<file path="src/rtl/parity_frame_deserializer.sv">
// Serial-to-parallel front end: gathers DATA_WIDTH data bits plus one parity bit per
// frame and presents them as registered parallel outputs with a one-cycle strobe.
module parity_frame_deserializer #(
  parameter int DATA_WIDTH = 32,
  parameter bit MSB_FIRST  = 1'b0
) (
  input  logic                  clk,
  input  logic                  rst_n,
  input  logic                  en,
  input  logic                  sof,
  input  logic                  serial_in,
  output logic [DATA_WIDTH-1:0] data_out,
  output logic                  parity_out,
  output logic                  frame_valid,
  output logic                  frame_abort
);

  localparam int CW = $clog2(DATA_WIDTH + 1);
  localparam logic [CW-1:0] LAST_IDX = CW'(DATA_WIDTH - 1);
  // Position of serial data bit 0 inside the word; later bits walk away from it.
  localparam logic [DATA_WIDTH-1:0] FIRST_MASK =
    MSB_FIRST ? (DATA_WIDTH'(1) << (DATA_WIDTH - 1)) : DATA_WIDTH'(1);

  typedef enum logic [1:0] {IDLE, DATA, PARITY} state_t;

  localparam state_t START_STATE = (DATA_WIDTH == 1) ? PARITY : DATA;

  state_t                  state, state_next;
  logic [CW-1:0]           cnt, cnt_next;
  logic [DATA_WIDTH-1:0]   shift, shift_next;
  logic [DATA_WIDTH-1:0]   data_next;
  logic                    parity_next;
  logic                    valid_next;
  logic                    abort_next;
  logic [DATA_WIDTH-1:0]   bit_mask;

  assign bit_mask = MSB_FIRST ? (FIRST_MASK >> cnt) : (FIRST_MASK << cnt);

  always_ff @(posedge clk or negedge rst_n) begin
    if (!rst_n) begin
      state       <= IDLE;
      cnt         <= '0;
      shift       <= '0;
      data_out    <= '0;
      parity_out  <= 1'b0;
      frame_valid <= 1'b0;
      frame_abort <= 1'b0;
    end else begin
      state       <= state_next;
      cnt         <= cnt_next;
      shift       <= shift_next;
      data_out    <= data_next;
      parity_out  <= parity_next;
      frame_valid <= valid_next;
      frame_abort <= abort_next;
    end
  end

  always_comb begin
    state_next  = state;
    cnt_next    = cnt;
    shift_next  = shift;
    data_next   = data_out;
    parity_next = parity_out;
    valid_next  = 1'b0;
    abort_next  = 1'b0;

    if (en) begin
      if (sof) begin
        // A sof always restarts; only a frame already in flight counts as an abort.
        abort_next = (state != IDLE);
        shift_next = serial_in ? FIRST_MASK : '0;
        cnt_next   = CW'(1);
        state_next = START_STATE;
      end else begin
        unique case (state)
          IDLE: ;
          DATA: begin
            shift_next = serial_in ? (shift | bit_mask) : (shift & ~bit_mask);
            cnt_next   = cnt + CW'(1);
            if (cnt == LAST_IDX) state_next = PARITY;
          end
          PARITY: begin
            data_next   = shift;
            parity_next = serial_in;
            valid_next  = 1'b1;
            cnt_next    = '0;
            state_next  = IDLE;
          end
          default: state_next = IDLE;
        endcase
      end
    end
  end

endmodule
</file>
<file path="config.mk">
export PLATFORM = sky130hd
export DESIGN_NAME = parity_frame_deserializer
export DESIGN_NICKNAME = d
export VERILOG_FILES = /design/src/rtl/parity_frame_deserializer.sv
export SDC_FILE = /design/constraint.sdc
export NUM_CORES = 1
export LEC_CHECK = 0
export CAP_MARGIN = 10
export CORE_MARGIN = 3
export CORE_UTILIZATION = 30
export DETAILED_ROUTE_END_ITERATION = 6
export PLACE_DENSITY = 0.53
export SLEW_MARGIN = 15
export SYNTH_ARGS = -nofsm -noshare
export SYNTH_HDL_FRONTEND = slang
export SYNTH_SLANG_ARGS = --single-unit
</file>
<file path="constraint.sdc">
create_clock -name clk -period 2.3 [get_ports clk]
set_clock_uncertainty 0.2 [all_clocks]
set_input_delay 0.23 -clock clk [delete_from_list [all_inputs] [get_ports clk]]
set_output_delay 0.23 -clock clk [all_outputs]
set_load 0.005 [all_outputs]
</file>
==> impl_metrics.yaml, run 1 <==
setup_path:
  critPathRequiredTime_ps: 2310
  crit_chain: "inv_1 -> ha_1 -> nor4bb_1 -> buf_4 -> a21oi_1 -> o21ai_0 -> o21ai_0"
  max_stage_delay_ps: 450
  cp-end-kind: "flop"
  path_common_cell: "o21ai_0"
  slowest_stage: "dfrtp_1"
  worstPathArrival_ps: 2180
  cp_max_fo: 6
  crit_family: "flip-flops"
  critical_path_buf_inv_count: 2
  startpoint_type: "flop"
  crit_type: "flop to flop"
yosys:
  synth_edf_count: 0
  ys_ff_latch: 75
  ys_seq_area_share_pct: 54.2
  yosysTopAreaCellShare_pct: 54.2
  synth_area_per_cell_um2: 10.8
  syn_area_um2: 3470
  netlist_instances: 321
  async_reset_ff_share_pct: 100
  ys_top_cells_by_area: "dfrtp_1 (54%), mux2_2 (10%), o21ai_0 (8.4%), a21oi_1 (4.9%), nand2_1 (2.6%)"
  synthFlopType: "dfrtp_1"
  synth_cell_types: 43
  synth_warnings: 0
  synth_largest_area_cell: "dfrtp_1"
  syn_nets: 331
routing:
  wl_per_cell_um: 16.0
  ant_nets: 0
  vias: 2638
  first_pass_iters: 4
  routed_wl_mm: 8.33
  drc: 0
  drt_iter0_drc: 228
  viasPerCell: 5.06
power_and_ir_drop:
  power_density_nw_per_um2: 725
  vdd_drop_max_v: 0.000299
  finalPower_w: 0.00324
  p_leak_nw: 2.01
sta:
  rsz0062_at_grt: "no"
  hold_viol: 0
  drv_slew: 0
  setup_viol: 0
  finalCriticalPeriod_ps: 2170
  whs_ps: 145
  fin_tns_setup_ps: 0
  max_freq_ghz: 0.460
  setup_ws_ps: 126
  tightest_slew_ps: 503
  max_slew_margin_pct: 66.0
  fin_crit_sh_pct: 94.5
floorplan:
  fp.dieW_um: 113
  rows: 38
  core_area_um2: 11100
  dieArea_um2: 12900
  start_util_pct: 31.3
  io_pins: 40
  die_y_um: 113
job:
  cap_violations: 0
cts:
  numCtsBuffers: 9
  cts.clk_slew.worst_paths_ps: 60
  root_buffer: "clkbuf_16"
  cts_setup_buffers: 0
  htreeDepth: 3
  cts.sinks: 75
  clockBufferDepth: 2
  clock_latency_ps: 330
  cts_tree: "done"
global_routing:
  grt_usage_pct: 13.6
  grt_max_degree: 54
  grt_pass1_vias: 2637
  grt_pass1_wl_mm: 13.8
  grt_antenna_before_repair: 0
  grt_remaining_overflow: 0
placed_design:
  gp_congestion: 0.827
  hpwl_mm: 5.94
  port_buffers: 39
  dp_slack_ps: 102
layout:
  drive_gt1_share_pct: 21.5
  diodes: 0
  nets: 386
  area_delta_synth_final_pct: 28.8
  nFillCells: 1107
run_status:
  status: "finished clean"
min_path:
  hold_path.class: "primary input to async pin"
==> per-layer routing <==
metal | GRT usage, % | part of all wire (%)
met1 | 18.3 | 46
met5 | 0 | 0
met2 | 21.3 | 48
met4 | 5.37 | 1.3
met3 | 2.92 | 4.5
==> what timing repair did <==
item	CTS	global route
endpoints found under the hold margin	75	0
setup endpoints to repair	0	1
hold buffers	1	0
resized for setup	0	1
==> final cells by class <==
cell class | count | area, µm² | share of cell area (%)
flip-flops and latches | 75 | 1880 | 42.1
well taps | 140 | 175 | 3.92
inverters | 5 | 18.8 | 0.421
multi-input cells | 217 | 1450 | 32.6
repair buffers | 68 | 646 | 14.5
clock buffers | 10 | 229 | 5.13
clock inverters | 6 | 63.8 | 1.43
==> placed cells by master, fill, tap and decap left out, drive strengths merged, types with 5 or more instances in the layout <==
cell type and n:
ha 5, mux2 35, clkbuf 10, o21ai 60
buf 29, inv 6, a21oi 34, dfrtp 75
nand2 24, clkdlybuf4s50 38, nor2 9, nor3b 5
==> kinds of logic (layout without fill, tap and decap cells) <==
family	Yosys count	after routing	share of synthesized area [%]
simple gates	67	67	11.3
fa+ha+maj	5	5	1.81
flops	75	75	54.2
buf+inv	29	89	4.04
mux	35	35	11.4
compound gates	110	110	17.4
==> sequential cells by signal, summed over array words and instances, names as in the netlist, named ones only <==
name / flops
frame_valid: 1
shift: 31
frame_abort: 1
cnt: 6
data_out: 32
parity_out: 1
state: 2
==> power by group <==
part	internal (W)	switching, W	leakage, nW
clock	0.000840	0.000551	0.139
combinational	0.000179	0.000262	0.842
sequential	0.00135	0.0000525	1.03
total	0.00237	0.000865	2.01
==> cell usage after synthesis (3+ instances only) <==
cell,count
dfrtp_1,75
o21ai_0,58
a21oi_1,34
mux2_2,32
nand2_1,24
clkbuf_1,13
nor2_1,9
buf_2,7
ha_1,5
nor3b_1,5
inv_1,4
nand2b_1,4
nor2b_1,4
o31ai_1,4
buf_6,3
mux2_1,3
nand3_1,3
==> per-stage QoR <==
stage          std cells  area (µm²)  utilization (%)
5_1_grt              521        4460             40.3
2_1_floorplan        321        3470                -
6_report             521        4460             40.3
3_3_place_gp         504        4160             37.5
4_1_cts              521        4460             40.2
3_5_place_dp         504        4160             37.5
==> final timing paths <==
path | endpoint | startpoint | slack (ps) | depth (start not counted)
hold / removal | data_out[24] | rst_n | 140 | 2
setup reg to reg | shift[24] | cnt[0] | 130 | 7
hold reg to reg | data_out[13] | data_out[13] | 290 | 1
min in group clk | data_out[13] | data_out[13] | 290 | 1
max in group asynchronous | data_out[31] | rst_n | 1180 | 3
setup / recovery | shift[24] | cnt[0] | 130 | 7
No activity file was read; power rests on OpenSTA's default activity.
==> inputs of run 2 (changes only) <==
--- a/config.mk
+++ b/config.mk
@@ -9,6 +9,7 @@
 export CORE_MARGIN = 3
 export CORE_UTILIZATION = 30
 export DETAILED_ROUTE_END_ITERATION = 6
+export GPL_TIMING_DRIVEN = 0
 export PLACE_DENSITY = 0.53
 export SLEW_MARGIN = 15
 export SYNTH_ARGS = -nofsm -noshare
==> impl_metrics.yaml, run 2 (synthesized netlist as in run 1, its figures left out) <==
placed_design:
  dp_cells: 501
  port_buffers: 39
  hpwl_mm: 5.96
  gp_congestion: 0.834
power_and_ir_drop:
  power_frac_seq_pct: 45.1
  power_frac_comb_pct: 13.9
  internal-power_w: 0.00221
  p_sw_share_pct: 27.6
  p_leak_nw: 1.95
  power_density_nw_per_um2: 698
  vdd_drop_max_v: 0.000395
  power.share.clock_pct: 41.0
  power.switching_w: 0.000840
routing:
  vias: 2625
  wl_per_cell_um: 16.1
  viasPerCell: 5.05
  ant_nets: 0
  routed_wl_mm: 8.39
  drt_iter0_drc: 94
  drc: 0
  first_pass_iters: 4
global_routing:
  top_usage_layer: "met2"
  grt_pass1_vias: 2644
  met2_usage_pct: 22.1
  grt_remaining_overflow: 0
  grt_max_degree: 41
  use_met3_pct: 4.40
  grt_pass1_wl_mm: 14.0
  grt_usage_pct: 13.8
  grt_use_met1_pct: 18.5
  grt_antenna_before_repair: 0
cts:
  cts_tree: "done"
  cts.clk_slew.worst_paths_ps: 60
  numCtsBuffers: 9
  clock_latency_ps: 330
  clockBufferDepth: 2
  cts.sinks: 75
  root_buffer: "clkbuf_16"
  htreeDepth: 3
setup_path:
  max_stage_delay_ps: 660
  path_common_cell: "nor2_1"
  critPathRequiredTime_ps: 2310
  cp_max_fo: 10
  r2r-start: "cnt[3]"
  crit_chain: "buf_2 -> nor2_1 -> a31oi_1 -> nor2_1 -> mux2_2"
  crit_type: "flop to flop"
  startpoint_type: "flop"
  slowest_stage: "nor2_1"
  cp-end-kind: "flop"
  r2r_setup_slack_ps: 90
  worstPathArrival_ps: 2230
  reg2regPathDepth: 5
sta:
  max_slew_margin_pct: 44.5
  hold_viol: 0
  max_freq_ghz: 0.452
  finalCriticalPeriod_ps: 2210
  fin_crit_sh_pct: 96.3
  tightest_slew_ps: 830
  drv_slew: 0
  setup_viol: 0
layout:
  seq_area_um2: 1880
  top_regs: "data_out: 32 flops, shift: 31 flops, cnt: 6 flops"
  fin_cells: 520
  area_delta_synth_final_pct: 25.9
  final_cell_mix: "dfrtp_1 (75), o21ai_0 (58), clkdlybuf4s50_1 (38)"
  diodes: 0
  drive_gt1_share_pct: 18.2
  nFillCells: 1080
  multiInputGateArea_um2: 1470
  final_common_cell: "dfrtp_1"
  regMostFlops: "data_out"
  nets: 386
  largest_reg_flops: 32
  final_util_pct: 39.4
floorplan:
  die_y_um: 113
  rows: 38
  dieArea_um2: 12900
  start_util_pct: 31.3
  core_area_um2: 11100
  io_pins: 40
  fp.dieW_um: 113
job:
  cap_violations: 0
run_status:
  status: "finished clean"
min_path:
  hold_path.class: "primary input to async pin"
[run 2: cell types whose count changed in the layout (fill, tap and decap cells not counted), sizes merged]
| cell | previous run | this run |
|---|---|---|
| buf | 29 | 16 |
| clkbuf | 10 | 23 |
| clkinv | 2 | 4 |
| bufinv | 1 | 0 |
| clkinvlp | 2 | 1 |
| inv | 6 | 5 |
[run 2: routing by layer]
layer | vias up | wire length, µm
met5 | - | 0
met4 | 0 | 57
met3 | 5 | 439
met2 | 56 | 3960
met1 | 1291 | 3930
li1 | 1273 | -
[run 2: worst max-delay path, delay by kind of cell (launching register included)]
| kind | cells | cell delay [ps] |
|---|---|---|
| AOI/OAI and AO/OA | 1 | 160 |
| DFF | 1 | 390 |
| and+or+nand+nor | 2 | 810 |
| muxes | 1 | 340 |
| buffers and inverters | 1 | 190 |
[run 2: per-stage QoR]
stage	total power (W)	hold WS (ps)	area (µm²)	worst slack (ps)	TNS, ps
final	0.00305	202	4360	85.2	0
after detailed placement	0.00181	27.2	4050	-332	-9880
after CTS	0.00307	217	4320	16.6	0
after global placement	0.00180	267	4030	-1850	-147690
after global routing	0.00320	258	4360	-0.0728	-0.0728
after floorplan	0.00165	-266	3470	357	0
[run 2: repair_timing]
action                                 in CTS  in global routing
resized for setup                           1                  3
pin swaps                                   0                  1
hold buffers                                1                  0
setup endpoints to repair                   1                 35
buffers inserted                            0                  3
endpoints found under the hold margin      35                  0
[run 2: final cells by class]
class / count / share of cell area (%)
plain buffers: 24 / 2.78
clock buffers: 10 / 5.25
repair buffers: 44 / 10.1
multi-input cells: 217 / 33.7
clock inverters: 5 / 0.717
well taps: 140 / 4.01
flip-flops and latches: 75 / 43.0
inverters: 5 / 0.430
[run 2: worst max path at each step]
stage | from | end | slack (ps) | cells after the start
3_3_place_gp | rst_n | frame_abort | -1850 | 1
2_1_floorplan | cnt[0] | flop | 360 | 6
6_report | cnt[3] | flop | 90 | 5
5_1_grt | cnt[3] | flop | -0.07 | 5
3_5_place_dp | en | data_out[0] | -330 | 6
4_1_cts | en | data_out[6] | 20 | 6
[run 2: power by group through the flow]
stage	Combinational [W]	Sequential, W	Clock [W]
2_1_floorplan	0.000260	0.00139	0
3_3_place_gp	0.000405	0.00140	0
3_5_place_dp	0.000411	0.00140	0
4_1_cts	0.000417	0.00137	0.00128
5_1_grt	0.000473	0.00138	0.00135
6_report	0.000424	0.00137	0.00125
